[src/rtl/mixer_pkg.sv]
// rtl/mixer_pkg.sv - shared types, constants and helpers for the stereo pan mixer
//   mix_state_t : mixer sequencer states
//   VOICE_W     : width of one voice word (active bit + sample)
//   SAMPLE_W    : signed sample width
//   sat16       : clip a wide signed value to the 16-bit sample range
//   clamp_pan   : limit a pan position to the full-scale gain

package mixer_pkg;

   typedef enum logic [1:0] {
      IDLE,
      ACCUM,
      OUT
   } mix_state_t;

   localparam int VOICE_W  = 17;
   localparam int SAMPLE_W = 16;

   function automatic logic signed [SAMPLE_W-1:0] sat16(input logic signed [63:0] v);
      if (v > 64'sd32767) begin
         return 16'sh7fff;
      end else if (v < -64'sd32768) begin
         return 16'sh8000;
      end else begin
         return v[SAMPLE_W-1:0];
      end
   endfunction

   function automatic int unsigned clamp_pan(input int unsigned p, input int unsigned g);
      return (p > g) ? g : p;
   endfunction

endpackage

[src/rtl/voice_pan_mac.sv]
// rtl/voice_pan_mac.sv - per-voice pan gain and signed product generation
//   voice     : in  selected voice word, bit 16 = active, [15:0] = signed sample
//   pan       : in  pan position, 0 = hard left, 2^PAN_W = hard right, larger clamps
//   mono_mode : in  1 = both gains at full scale
//   prod_l    : out signed sample * left gain, zero for an inactive voice
//   prod_r    : out signed sample * right gain, zero for an inactive voice

module voice_pan_mac
   import mixer_pkg::*;
#(
   parameter int PAN_W  = 4,
   parameter int PROD_W = SAMPLE_W + PAN_W + 2
) (
   input  logic [VOICE_W-1:0]       voice,
   input  logic [PAN_W:0]           pan,
   input  logic                     mono_mode,
   output logic signed [PROD_W-1:0] prod_l,
   output logic signed [PROD_W-1:0] prod_r
);

   localparam int unsigned FULL = 1 << PAN_W;

   logic [PAN_W:0]           gain_l;
   logic [PAN_W:0]           gain_r;
   logic signed [PROD_W-1:0] sample_ext;
   logic signed [PROD_W-1:0] gain_l_ext;
   logic signed [PROD_W-1:0] gain_r_ext;

   always_comb begin
      gain_r = (PAN_W+1)'(clamp_pan(32'(pan), FULL));
      gain_l = (PAN_W+1)'(FULL) - gain_r;
      if (mono_mode) begin
         gain_l = (PAN_W+1)'(FULL);
         gain_r = (PAN_W+1)'(FULL);
      end

      // Gains are unsigned magnitudes; a zero guard bit keeps them positive
      // once they enter the signed multiply.
      sample_ext = PROD_W'(signed'(voice[SAMPLE_W-1:0]));
      gain_l_ext = PROD_W'({1'b0, gain_l});
      gain_r_ext = PROD_W'({1'b0, gain_r});

      prod_l = '0;
      prod_r = '0;
      if (voice[VOICE_W-1]) begin
         prod_l = sample_ext * gain_l_ext;
         prod_r = sample_ext * gain_r_ext;
      end
   end

endmodule

[src/rtl/stereo_pan_mixer.sv]
// rtl/stereo_pan_mixer.sv - time-multiplexed N-voice stereo pan mixer
//   clk            : in  system clock
//   reset          : in  asynchronous active-high reset
//   new_sample_in  : in  strobe, capture voices and start a mix
//   note_data      : in  voice v at [17v+16:17v], bit 16 active, [15:0] signed sample
//   pan            : in  voice v pan at [(PAN_W+1)v +: PAN_W+1]
//   stereo_on      : in  1 = per-voice pan, 0 = mono
//   overrun_clr    : in  clear the overrun flag
//   sample_l       : out signed left sample, registered
//   sample_r       : out signed right sample, registered
//   new_sample_out : out one-cycle pulse when sample_l/sample_r update
//   busy           : out mix in progress
//   overrun        : out sticky, strobe arrived while a mix was in flight

module stereo_pan_mixer
   import mixer_pkg::*;
#(
   parameter int NUM_VOICES  = 3,
   parameter int PAN_W       = 4,
   parameter int HEADROOM_SH = 1
) (
   input  logic                            clk,
   input  logic                            reset,
   input  logic                            new_sample_in,
   input  logic [VOICE_W*NUM_VOICES-1:0]   note_data,
   input  logic [(PAN_W+1)*NUM_VOICES-1:0] pan,
   input  logic                            stereo_on,
   input  logic                            overrun_clr,
   output logic signed [SAMPLE_W-1:0]      sample_l,
   output logic signed [SAMPLE_W-1:0]      sample_r,
   output logic                            new_sample_out,
   output logic                            busy,
   output logic                            overrun
);

   localparam int PROD_W = SAMPLE_W + PAN_W + 2;
   localparam int ACC_W  = SAMPLE_W + PAN_W + 1 + $clog2(NUM_VOICES) + 1;
   localparam int IDX_W  = (NUM_VOICES > 1) ? $clog2(NUM_VOICES) : 1;
   localparam int SHIFT  = PAN_W + HEADROOM_SH;
   localparam logic [IDX_W-1:0] LAST_IDX = IDX_W'(NUM_VOICES - 1);

   mix_state_t                       state;
   logic [IDX_W-1:0]                 idx;
   logic [VOICE_W*NUM_VOICES-1:0]    note_sh;
   logic [(PAN_W+1)*NUM_VOICES-1:0]  pan_sh;
   logic                             stereo_sh;
   logic signed [ACC_W-1:0]          acc_l;
   logic signed [ACC_W-1:0]          acc_r;

   logic [VOICE_W-1:0]               cur_voice;
   logic [PAN_W:0]                   cur_pan;
   logic signed [PROD_W-1:0]         prod_l;
   logic signed [PROD_W-1:0]         prod_r;
   logic signed [SAMPLE_W-1:0]       sat_l;
   logic signed [SAMPLE_W-1:0]       sat_r;

   // Voice selection works from the shadow copy so mid-mix input changes
   // cannot leak into the running mix.
   always_comb begin
      cur_voice = note_sh[32'(idx)*VOICE_W +: VOICE_W];
      cur_pan   = pan_sh[32'(idx)*(PAN_W+1) +: PAN_W+1];
   end

   voice_pan_mac #(
      .PAN_W  (PAN_W),
      .PROD_W (PROD_W)
   ) u_mac (
      .voice     (cur_voice),
      .pan       (cur_pan),
      .mono_mode (~stereo_sh),
      .prod_l    (prod_l),
      .prod_r    (prod_r)
   );

   // Arithmetic shift floors toward minus infinity, matching the normalisation.
   always_comb begin
      sat_l = sat16(64'(acc_l >>> SHIFT));
      sat_r = sat16(64'(acc_r >>> SHIFT));
   end

   always_ff @(posedge clk or posedge reset) begin
      if (reset) begin
         state          <= IDLE;
         idx            <= '0;
         note_sh        <= '0;
         pan_sh         <= '0;
         stereo_sh      <= 1'b0;
         acc_l          <= '0;
         acc_r          <= '0;
         sample_l       <= '0;
         sample_r       <= '0;
         new_sample_out <= 1'b0;
         busy           <= 1'b0;
         overrun        <= 1'b0;
      end else begin
         new_sample_out <= 1'b0;

         // A strobe outside IDLE (ACCUM or OUT) is dropped; setting beats clearing.
         if (new_sample_in && (state != IDLE)) begin
            overrun <= 1'b1;
         end else if (overrun_clr) begin
            overrun <= 1'b0;
         end

         case (state)
            IDLE: begin
               if (new_sample_in) begin
                  note_sh   <= note_data;
                  pan_sh    <= pan;
                  stereo_sh <= stereo_on;
                  acc_l     <= '0;
                  acc_r     <= '0;
                  idx       <= '0;
                  busy      <= 1'b1;
                  state     <= ACCUM;
               end
            end
            ACCUM: begin
               acc_l <= acc_l + ACC_W'(prod_l);
               acc_r <= acc_r + ACC_W'(prod_r);
               if (idx == LAST_IDX) begin
                  state <= OUT;
               end else begin
                  idx <= idx + 1'b1;
               end
            end
            OUT: begin
               sample_l       <= sat_l;
               sample_r       <= sat_r;
               new_sample_out <= 1'b1;
               busy           <= 1'b0;
               state          <= IDLE;
            end
            default: begin
               state <= IDLE;
               busy  <= 1'b0;
            end
         endcase
      end
   end

endmodule
[config.mk]
export PLATFORM = sky130hd
export DESIGN_NAME = stereo_pan_mixer
export DESIGN_NICKNAME = d
export VERILOG_FILES = /design/src/rtl/mixer_pkg.sv /design/src/rtl/voice_pan_mac.sv /design/src/rtl/stereo_pan_mixer.sv
export SDC_FILE = /design/constraint.sdc
export NUM_CORES = 1
export LEC_CHECK = 0
export BUFFER_PORTS_ARGS = -buffer_cell sky130_fd_sc_hd__buf_4
export CORE_UTILIZATION = 40
export DETAILED_ROUTE_END_ITERATION = 6
export GPL_TIMING_DRIVEN = 0
export SETUP_SLACK_MARGIN = 0.02
export SLEW_MARGIN = 20
export SYNTH_ARGS = -nofsm -noshare
export SYNTH_HDL_FRONTEND = slang
export SYNTH_SLANG_ARGS = --single-unit
export TNS_END_PERCENT = 10
[constraint.sdc]
create_clock -name clk -period 8.02 [get_ports clk]
set_input_delay 0.401 -clock clk [delete_from_list [all_inputs] [get_ports clk]]
set_output_delay 0.401 -clock clk [all_outputs]
set_load 0.05 [all_outputs]
* After elaboration in Yosys (flattened, before gate mapping)
Index checks and enable logic that the tools add are counted.
W data, S select, Z words.
** Storage, ports and cells
- Bits in registers :: 154
- Input bits :: 71
- Output and inout bits :: 35
- Logic and storage cells :: 67
** Cells by class
- Add/subtract/negate cells :: 4
- $mul :: 4
- Magnitude comparators :: 5
- Equality and inequality tests :: 6
- Shifts and indexed selects :: 2
- Muxes and demuxes :: 23
- Bitwise operators :: 1
- Reductions and logical operators :: 10
** Operators by type and width (number)
- $pmux W24 S2 :: 2
- $mux W16 :: 4
- $shiftx A51 B8 Y17 :: 1
- $add A24 B22 Y24 :: 2
- $mul A16 B6 Y22 :: 2
- $mux W22 :: 2
- $gt A19 B16 Y1 const B :: 2
- $lt A19 B16 Y1 const B :: 2
- $mux W24 :: 1
- $mux W5 :: 3
- $shiftx A15 B6 Y5 :: 1
- $mux W2 :: 4
- $pmux W2 S2 :: 2
- $reduce_and A2 Y1 :: 4
- $mul A2 B5 Y7 const B :: 1
- $ne A2 B2 Y1 const B :: 3
- $reduce_bool A2 Y1 :: 3
- $gt A5 B5 Y1 const B :: 1
- $mul A2 B3 Y5 const B :: 1
- $sub A5 B5 Y5 const A :: 1
- $eq A2 B2 Y1 const B :: 2
- $mux W1 :: 4
- $reduce_and A3 Y1 :: 1
- $add A2 B1 Y2 const B :: 1
- other kinds (5) :: 5

* Depth between registers and ports, before layout
Gate-level depths: netlist (run 1).
- Depth in word-level cells :: 10
- Depth in mapped cells :: 35
- Gate-level depth less buffers :: 32

* Cells and area by module
From an unflattened synthesis (run 1), not the netlist that was laid out.
** Second synthesis, totals
- Cells, all modules :: 1800
- Area, all modules :: 14734.1 um^2
** By module, submodules not included
- stereo_pan_mixer :: times used 1, cells an instance 1013, area an instance 8514.4 um^2, sequential area each 3853.7 um^2
- voice_pan_mac :: times used 1, cells an instance 787, area an instance 6219.7 um^2, sequential area each 0.0 um^2

* Worst setup path before layout (run 1)
Ideal clock, no wire load.
- Path type :: reg-to-reg
- Start point :: reg idx[0]
- End point :: reg acc_l[23]
- Library setup time :: 80 ps
- Arrival time :: 7838 ps
- Required time :: 7940 ps
- Slack :: 102 ps
- Cell stages (with the launch flop) :: 35
- Path buffers :: 3
- Period minus slack after synthesis :: 7918 ps
- Cells stage by stage :: dfrtp_1 clkbuf_1 nor2b_1 clkbuf_1 nand2_1 o21ai_0 nand2_1 ha_1 and3_1 o21ai_1 clkbuf_1 nor2_1 fa_1 fa_1 inv_1 fa_1 inv_1 ha_1 a211oi_1 nor2_1 or4b_4 a31oi_1 o21bai_1 xnor2_1 nor2_1 ha_1 o21a_1 o21a_1 a21boi_0 o21a_1 a311o_1 a41oi_1 a21oi_1 or4b_1 o211ai_2
** On the way
- Cells in the longest elaborated chain, start to end :: 10
- Elaborated cells on any way between the ends :: 12
- Classes of those cells :: add/sub (2); mul (3); order compare (1); shift (2); mux (4)
** RTL lines
- start, declared :: RTL line stereo_pan_mixer.sv:43 : logic [IDX_W-1:0] idx;
- start signal, assigned :: RTL line stereo_pan_mixer.sv:124 : idx <= idx + 1'b1;
- $mul A2 B3 Y5 :: RTL line stereo_pan_mixer.sv:61 : cur_pan = pan_sh[32'(idx)*(PAN_W+1) +: PAN_W+1];
- $shiftx A15 B6 Y5 :: RTL line stereo_pan_mixer.sv:61
- $gt A5 B5 Y1 :: RTL line mixer_pkg.sv:30 : return (p > g) ? g : p;
- $mux W5 :: RTL line mixer_pkg.sv:30
- $sub A5 B5 Y5 :: RTL line voice_pan_mac.sv:31 : gain_l = (PAN_W+1)'(FULL) - gain_r;
- $mux W5 :: RTL line voice_pan_mac.sv:32 : if (mono_mode) begin
- $mul A16 B6 Y22 :: RTL line voice_pan_mac.sv:46 : prod_l = sample_ext * gain_l_ext;
- $mux W22 (*) :: RTL line voice_pan_mac.sv:45 : if (voice[VOICE_W-1]) begin
- $add A24 B22 Y24 (*) :: RTL line stereo_pan_mixer.sv:119 : acc_l <= acc_l + ACC_W'(prod_l);
- $pmux W24 S2 (*) :: RTL line stereo_pan_mixer.sv:105 : case (state)
- end signal, assigned :: RTL line stereo_pan_mixer.sv:119
- end, declared :: RTL line stereo_pan_mixer.sv:47 : logic signed [ACC_W-1:0] acc_l;
Every way passes the cells marked *; elsewhere a longest branch is shown, timed or not.
A chain may end at the register's enable or synchronous reset.

* Worst setup path after layout (run 1)
- Start point :: reg idx[1]
- End point :: reg acc_l[23]
The elaborated chain is that of the path after synthesis.

==> results of run 1 <==
## area by class of cell
cell class                      instances  area [sq um]
Buffer                                 47           241
Clock buffer                           20           467
Clock inverter                         12          90.1
Fill cell                            3299         17500
Inverter                              177           672
Multi-Input combinational cell       1153          9490
Sequential cell                       154          3860
Tap cell                              448           561
Timing Repair Buffer                  128          1010
## flip-flops by register name, indices dropped and copies added (netlist names), 2 cells and up
name      flops
sample_r     16
acc_l        24
state         2
idx           2
pan_sh       15
acc_r        24
note_sh      51
sample_l     16
## path summary, 6_finish.rpt
| kind | startpoint | end | slack, ns |
|---|---|---|---|
| setup / recovery | idx[1] | acc_l[23] | 0.29 |
| hold / removal | overrun_clr | overrun | 0.13 |
| setup reg to reg | idx[1] | acc_l[23] | 0.29 |
| hold reg to reg | sample_r[6] | sample_r[6] | 0.47 |
| max in group asynchronous | reset | acc_l[14] | 6.66 |
| min in group asynchronous | reset | pan_sh[4] | 0.53 |
## worst register-to-register path: cells and delay by family (launching register included)
| family | cells | cell delay (ns) |
|---|---|---|
| compound gates | 11 | 2.36 |
| xor+xnor | 1 | 0.19 |
| fa+ha+maj | 6 | 2.29 |
| buf+inv | 4 | 0.40 |
| flops | 1 | 0.48 |
| mux | 1 | 0.14 |
| simple gates | 8 | 1.80 |
## routing by layer
| metal | track usage [%] | share of wire (%) |
|---|---|---|
| met4 | 7.79 | 3.2 |
| met2 | 31.2 | 44 |
| met5 | 0 | 0 |
| met3 | 4.84 | 5.1 |
| met1 | 27.1 | 48 |
## logic make-up after synthesis
group,share of synthesized area (%)
flip-flops,27.8
AO/OA/AOI/OAI,14.2
AND/OR/NAND/NOR,14.3
multiplexers,7.11
adder cells (fa/ha/maj),26.1
XOR/XNOR,4.23
buffers and inverters,6.20
## through the flow
stage                     cells  hold slack (ns)
final                      2139            0.129
after global routing       2139            0.123
after detailed placement   2087            0.459
after global placement     2086            0.452
after CTS                  2127            0.107
after floorplan            1533            0.455
## layout by cell type, fill, tap and decap left out, types with 66 or more instances in the layout
cell     netlist  final
nor2_1       208    200
inv_1        177    171
dfrtp_1      154    152
nand2_1      136    131
buf_4          1    124
ha_1         130    122
o21ai_0      103     99
fa_1         100     99
mux2_2        68     68
a21oi_1       80     66
## timing repair
item | in CTS | in global routing
pin swaps | 2 | 30
gates resized for setup | 36 | 82
setup buffers | 9 | 11
hold buffers | 1 | 0
cloned | 0 | 1
endpoints found under the setup margin | 19 | 10
endpoints found under the hold margin | 49 | 0
==> reports/qor.txt, run 1 <==
Netlist cell types - 71
CTS tree - yes
Hold Violations, Final - 0
Period utilisation layout - 96.3%
H-tree depth - 4
Crit path max-delay family - compound AO/OA/AOI/OAI gates
Total track usage - 20.1%
Routed Antenna Nets - 0
Clock-pin slew on the worst setup and hold paths - 0.07 ns
TNS Setup - 0 ns
Routed wire length - 33900 um
Area leader, netlist - dfrtp_1
GR Overflow Total - 0
Starting Density - 41.0%
Buffer and inverter count on the worst path - 4
Die height - 188 um
Final core occ - 48.4%
Largest net degree at the start of global routing - 90
Fraction of registers with async set/reset - 100%
CP max stage delay - 0.56 ns
Critical Path Stages - 31
Yosys warns - 0
Worst hold stages - 2
Main synth FF type - dfrtp_1
Unrepaired setup endpoints after global routing - no
Syn Area/Cell - 9.05 sq um
Critical path peak fanout - 6
Clk Latency, worst-skew pair - 0.46 ns
Antenna violations before repair - 0
Setup ws final - 0.294 ns
Max cap viols - 0
Crit path time final - 7.73 ns
DP Area - 15300 sq um
Hpwl dp - 27000 um
Die area - 35400 sq um
Synthesis-stage register bit count - 154
Setup violations, final - 0
I/O Buffers - 105
Worst Max-Slew Pin Slew - 0.974 ns
Clk buf depth - 2
Most frequent cell after synthesis - nor2_1
Clk sinks - 154
Seq/Total Area, Yosys - 27.8%
Core area - 33900 sq um
Place WS - -1.22 ns
Global-route wire length before repair - 56600 um
Area of the mapped netlist - 13900 sq um
Vias/cell - 5.11
Rows - 67
# DRC - 0
Final instance area - 16400 sq um
Most frequent cells after synthesis - nor2_1 (208), inv_1 (177), dfrtp_1 (154)
Crit path launch type - register
DIE WIDTH - 188 um
I/O pins - 106
Critical path type - register to register
Post-synth top area share - 27.8%
Nets - 1979
Max frequency - 129 MHz
Worst setup EP type - register
DRT iter0 DRCs - 635
Area Overhead vs Synth - 18.1%
Root Buffer - clkbuf_16
Status - finished clean
Total CTS buffers - 17
Top cells by area in the synthesized netlist - dfrtp_1 (28%), fa_1 (14%), ha_1 (12%)
Relative slew slack - 35.1%
DR WL/cell - 15.8 um
Crit path DAT - 8.12 ns
Vias in the first global route - 11200
Vias - 10900
R2R cell count - 31
RePlAce Congestion - 0.902
Critical path's slowest cell - or4b_4
DRT Pass-1 Iters - 5
Most used cell along the critical path - fa_1
Antenna Cells - 0
HP Class - input pin to register
Worst Skew - 0.0138 ns
Layout cells sized above 1 - 19.3%
Critical Path RT - 8.41 ns
Synth Instances - 1533
Number of synthesized flops with an enable pin - 0
Final Max Slew Viols - 0
Syn Nets - 1834
Power of run 1 is not shown: default switching activity piles up to over one toggle a cycle in this logic, so the estimate is an artifact.
==> inputs of run 2 (changes only) <==
- clock period: 8.02 -> 7.5 ns (I/O delays scaled with it)
==> run 2 against run 1 <==
  * First-iteration DRC count fell by 33%
  * Critical path depth rose by 3
  * Worst hold slack got worse by 0.018 ns
  * Register-to-register slack got worse by 0.25 ns
  * Critical path type unchanged
==> reports/qor.txt, run 2 (same netlist as run 1, synthesis figures left out) <==
Status - finished clean
I/O pins - 106 (unchanged)
DIE WIDTH - 188 um (unchanged)
Critical path's slowest cell - or4b_4
Critical Path Stages - 34 (+9.7%)
CTS tree - yes
Area of the multi-input gates - 9690 sq um (+2.0%)
Critical path type - register to register
Max frequency - 134 MHz (+3.7%)
Routed wl met3 - 1640 um (-5.5%)
Global-route wire length before repair - 56100 um (-0.88%)
Critical Path RT - 7.88 ns (-0.53 ns)
FF-to-FF setup slack - 0.05 ns (-0.25 ns)
Most frequent cells in the layout - nor2_1 (199), inv_1 (171), dfrtp_1 (154), buf_4 (140), nand2_1 (129)
Clk sinks - 154 (unchanged)
Top Registers - note_sh x51, acc_l x24, acc_r x24
RePlAce Congestion - 0.893 (-0.99%)
Layout cells sized above 1 - 21.7% (+2.4 points)
Most used cell along the critical path - o21a_1
FF+latch area - 3850 sq um (about the same)
Starting Density - 41.0% (unchanged)
Max cap viols - 0 (unchanged)
End of the critical path - acc_l[23]
Final Max Slew Viols - 0 (unchanged)
Crit path DAT - 7.83 ns (-0.29 ns)
Clock-pin slew on the worst setup and hold paths - 0.07 ns (about the same)
Crit path max-delay family - compound AO/OA/AOI/OAI gates
Die height - 188 um (unchanged)
Rows - 67 (unchanged)
Crit path launch type - register
Crit Reg-Reg Startpoint - idx[1]
Setup violations, final - 0 (unchanged)
GR Overflow Total - 0 (unchanged)
Final instance area - 16800 sq um (+2.4%)
Uppermost layer routed - met4
Most flop-heavy register - note_sh
Hold wc startpoint - overrun_clr
# DRC - 0 (unchanged)
Reg2reg end - acc_l[23]
CP max stage delay - 0.57 ns (about the same)
Area Overhead vs Synth - 21.0%
Hpwl dp - 27100 um (+0.41%)
Hold Violations, Final - 0 (unchanged)
FILL cells - 3240 (-1.8%)
Period utilisation layout - 99.4% (+3.0 points)
Total CTS buffers - 17 (unchanged)
Metal2 WL - 15500 um (+4.8%)
Largest net degree at the start of global routing - 83 (-7.8%)
Nets - 1993 (+0.71%)
Routed Antenna Nets - 0 (unchanged)
Die area - 35400 sq um (unchanged)
DRT Pass-1 Iters - 5 (unchanged)
Leading cell type in the layout, fill and taps excluded - nor2_1
CP startpoint - idx[1]
Vias - 11100 (+1.4%)
Max reg flops - 51 (unchanged)
DRT iter0 DRCs - 427 (-33%)
Clk buf depth - 2 (unchanged)
Clk Latency, worst-skew pair - 0.45 ns (about the same)
I/O Buffers - 105 (unchanged)
Unrepaired setup endpoints after global routing - yes
Relative slew slack - 31.9% (-3.2 points)
Vias in the first global route - 11100 (-0.97%)
Place WS - -1.10 ns (+0.119 ns)
Root Buffer - clkbuf_16
Routed wire length - 34400 um (+1.4%)
Critical path peak fanout - 7 (+1)
Met1 Wirelength - 16600 um (+1.6%)
Core area - 33900 sq um (unchanged)
Vias/cell - 5.15 (+0.73%)
Worst Skew - 0.0116 ns (-0.00213 ns)
Worst Max-Slew Pin Slew - 1.02 ns (+0.0482 ns)
R2R cell count - 34 (+9.7%)
Buffer and inverter count on the worst path - 5 (+1)
H-tree depth - 4 (unchanged)
HP Class - input pin to register
Setup ws final - 0.0480 ns (-0.246 ns)
Crit path time final - 7.45 ns (-0.274 ns)
Antenna violations before repair - 0 (unchanged)
Worst setup EP type - register
Total track usage - 20.1% (-0.073 points)
Antenna Cells - 0 (unchanged)
DP Area - 15300 sq um (+0.16%)
DR WL/cell - 16.0 um (+0.74%)
TNS Setup - 0 ns (unchanged)
-- run 2: cell types whose count changed in the layout (fill, tap and decap cells not counted), sizes merged --
| cell | before | now |
|---|---|---|
| clkinvlp | 6 | 3 |
| buf | 137 | 149 |
| bufinv | 0 | 4 |
| clkbuf | 57 | 58 |
-- run 2: area by class of cell --
cell class | count | share of cell area [%]
timing repair buffer | 140 | 6.42
inverter | 177 | 4.00
clock inverter | 13 | 1.14
buffer | 49 | 1.79
sequential | 154 | 23.0
clock buffer | 19 | 2.64
tap | 448 | 3.34
multi-input combinational | 1153 | 57.7
-- run 2: what timing repair did --
item | in CTS | in global routing
setup buffers | 22 | 11
hold buffers | 1 | 0
endpoints found under the hold margin | 13 | 0
resized for setup | 94 | 59
pin swaps | 37 | 32
setup endpoints to repair | 20 | 14
-- run 2: how the worst min path moves through the flow --
stage             endpoint  slack, ns  cells after the start
2_1_floorplan     acc_l[3]       0.46                      2
5_1_grt            overrun        0.1                      2
6_report           overrun       0.11                      2
3_3_place_gp   sample_r[6]       0.45                      2
3_5_place_dp          busy       0.46                      2
4_1_cts            overrun        0.1                      2
-- run 2: stage by stage --
stage               hold WS (ns)  util, %  instances
floorplan                  0.455        -       1533
finish                     0.111     49.6       2153
CTS                       0.0959     48.6       2142
global route              0.0990     49.6       2153
detailed placement         0.458     45.1       2087
global placement           0.452     45.0       2086
-- run 2: metal layers --
metal,global-route usage [%],vias up
li1,-,5445
met1,26.9,5363
met2,32.0,236
met3,4.51,36
met4,6.41,0
met5,0,-
Power of run 2 is left out for the same reason.
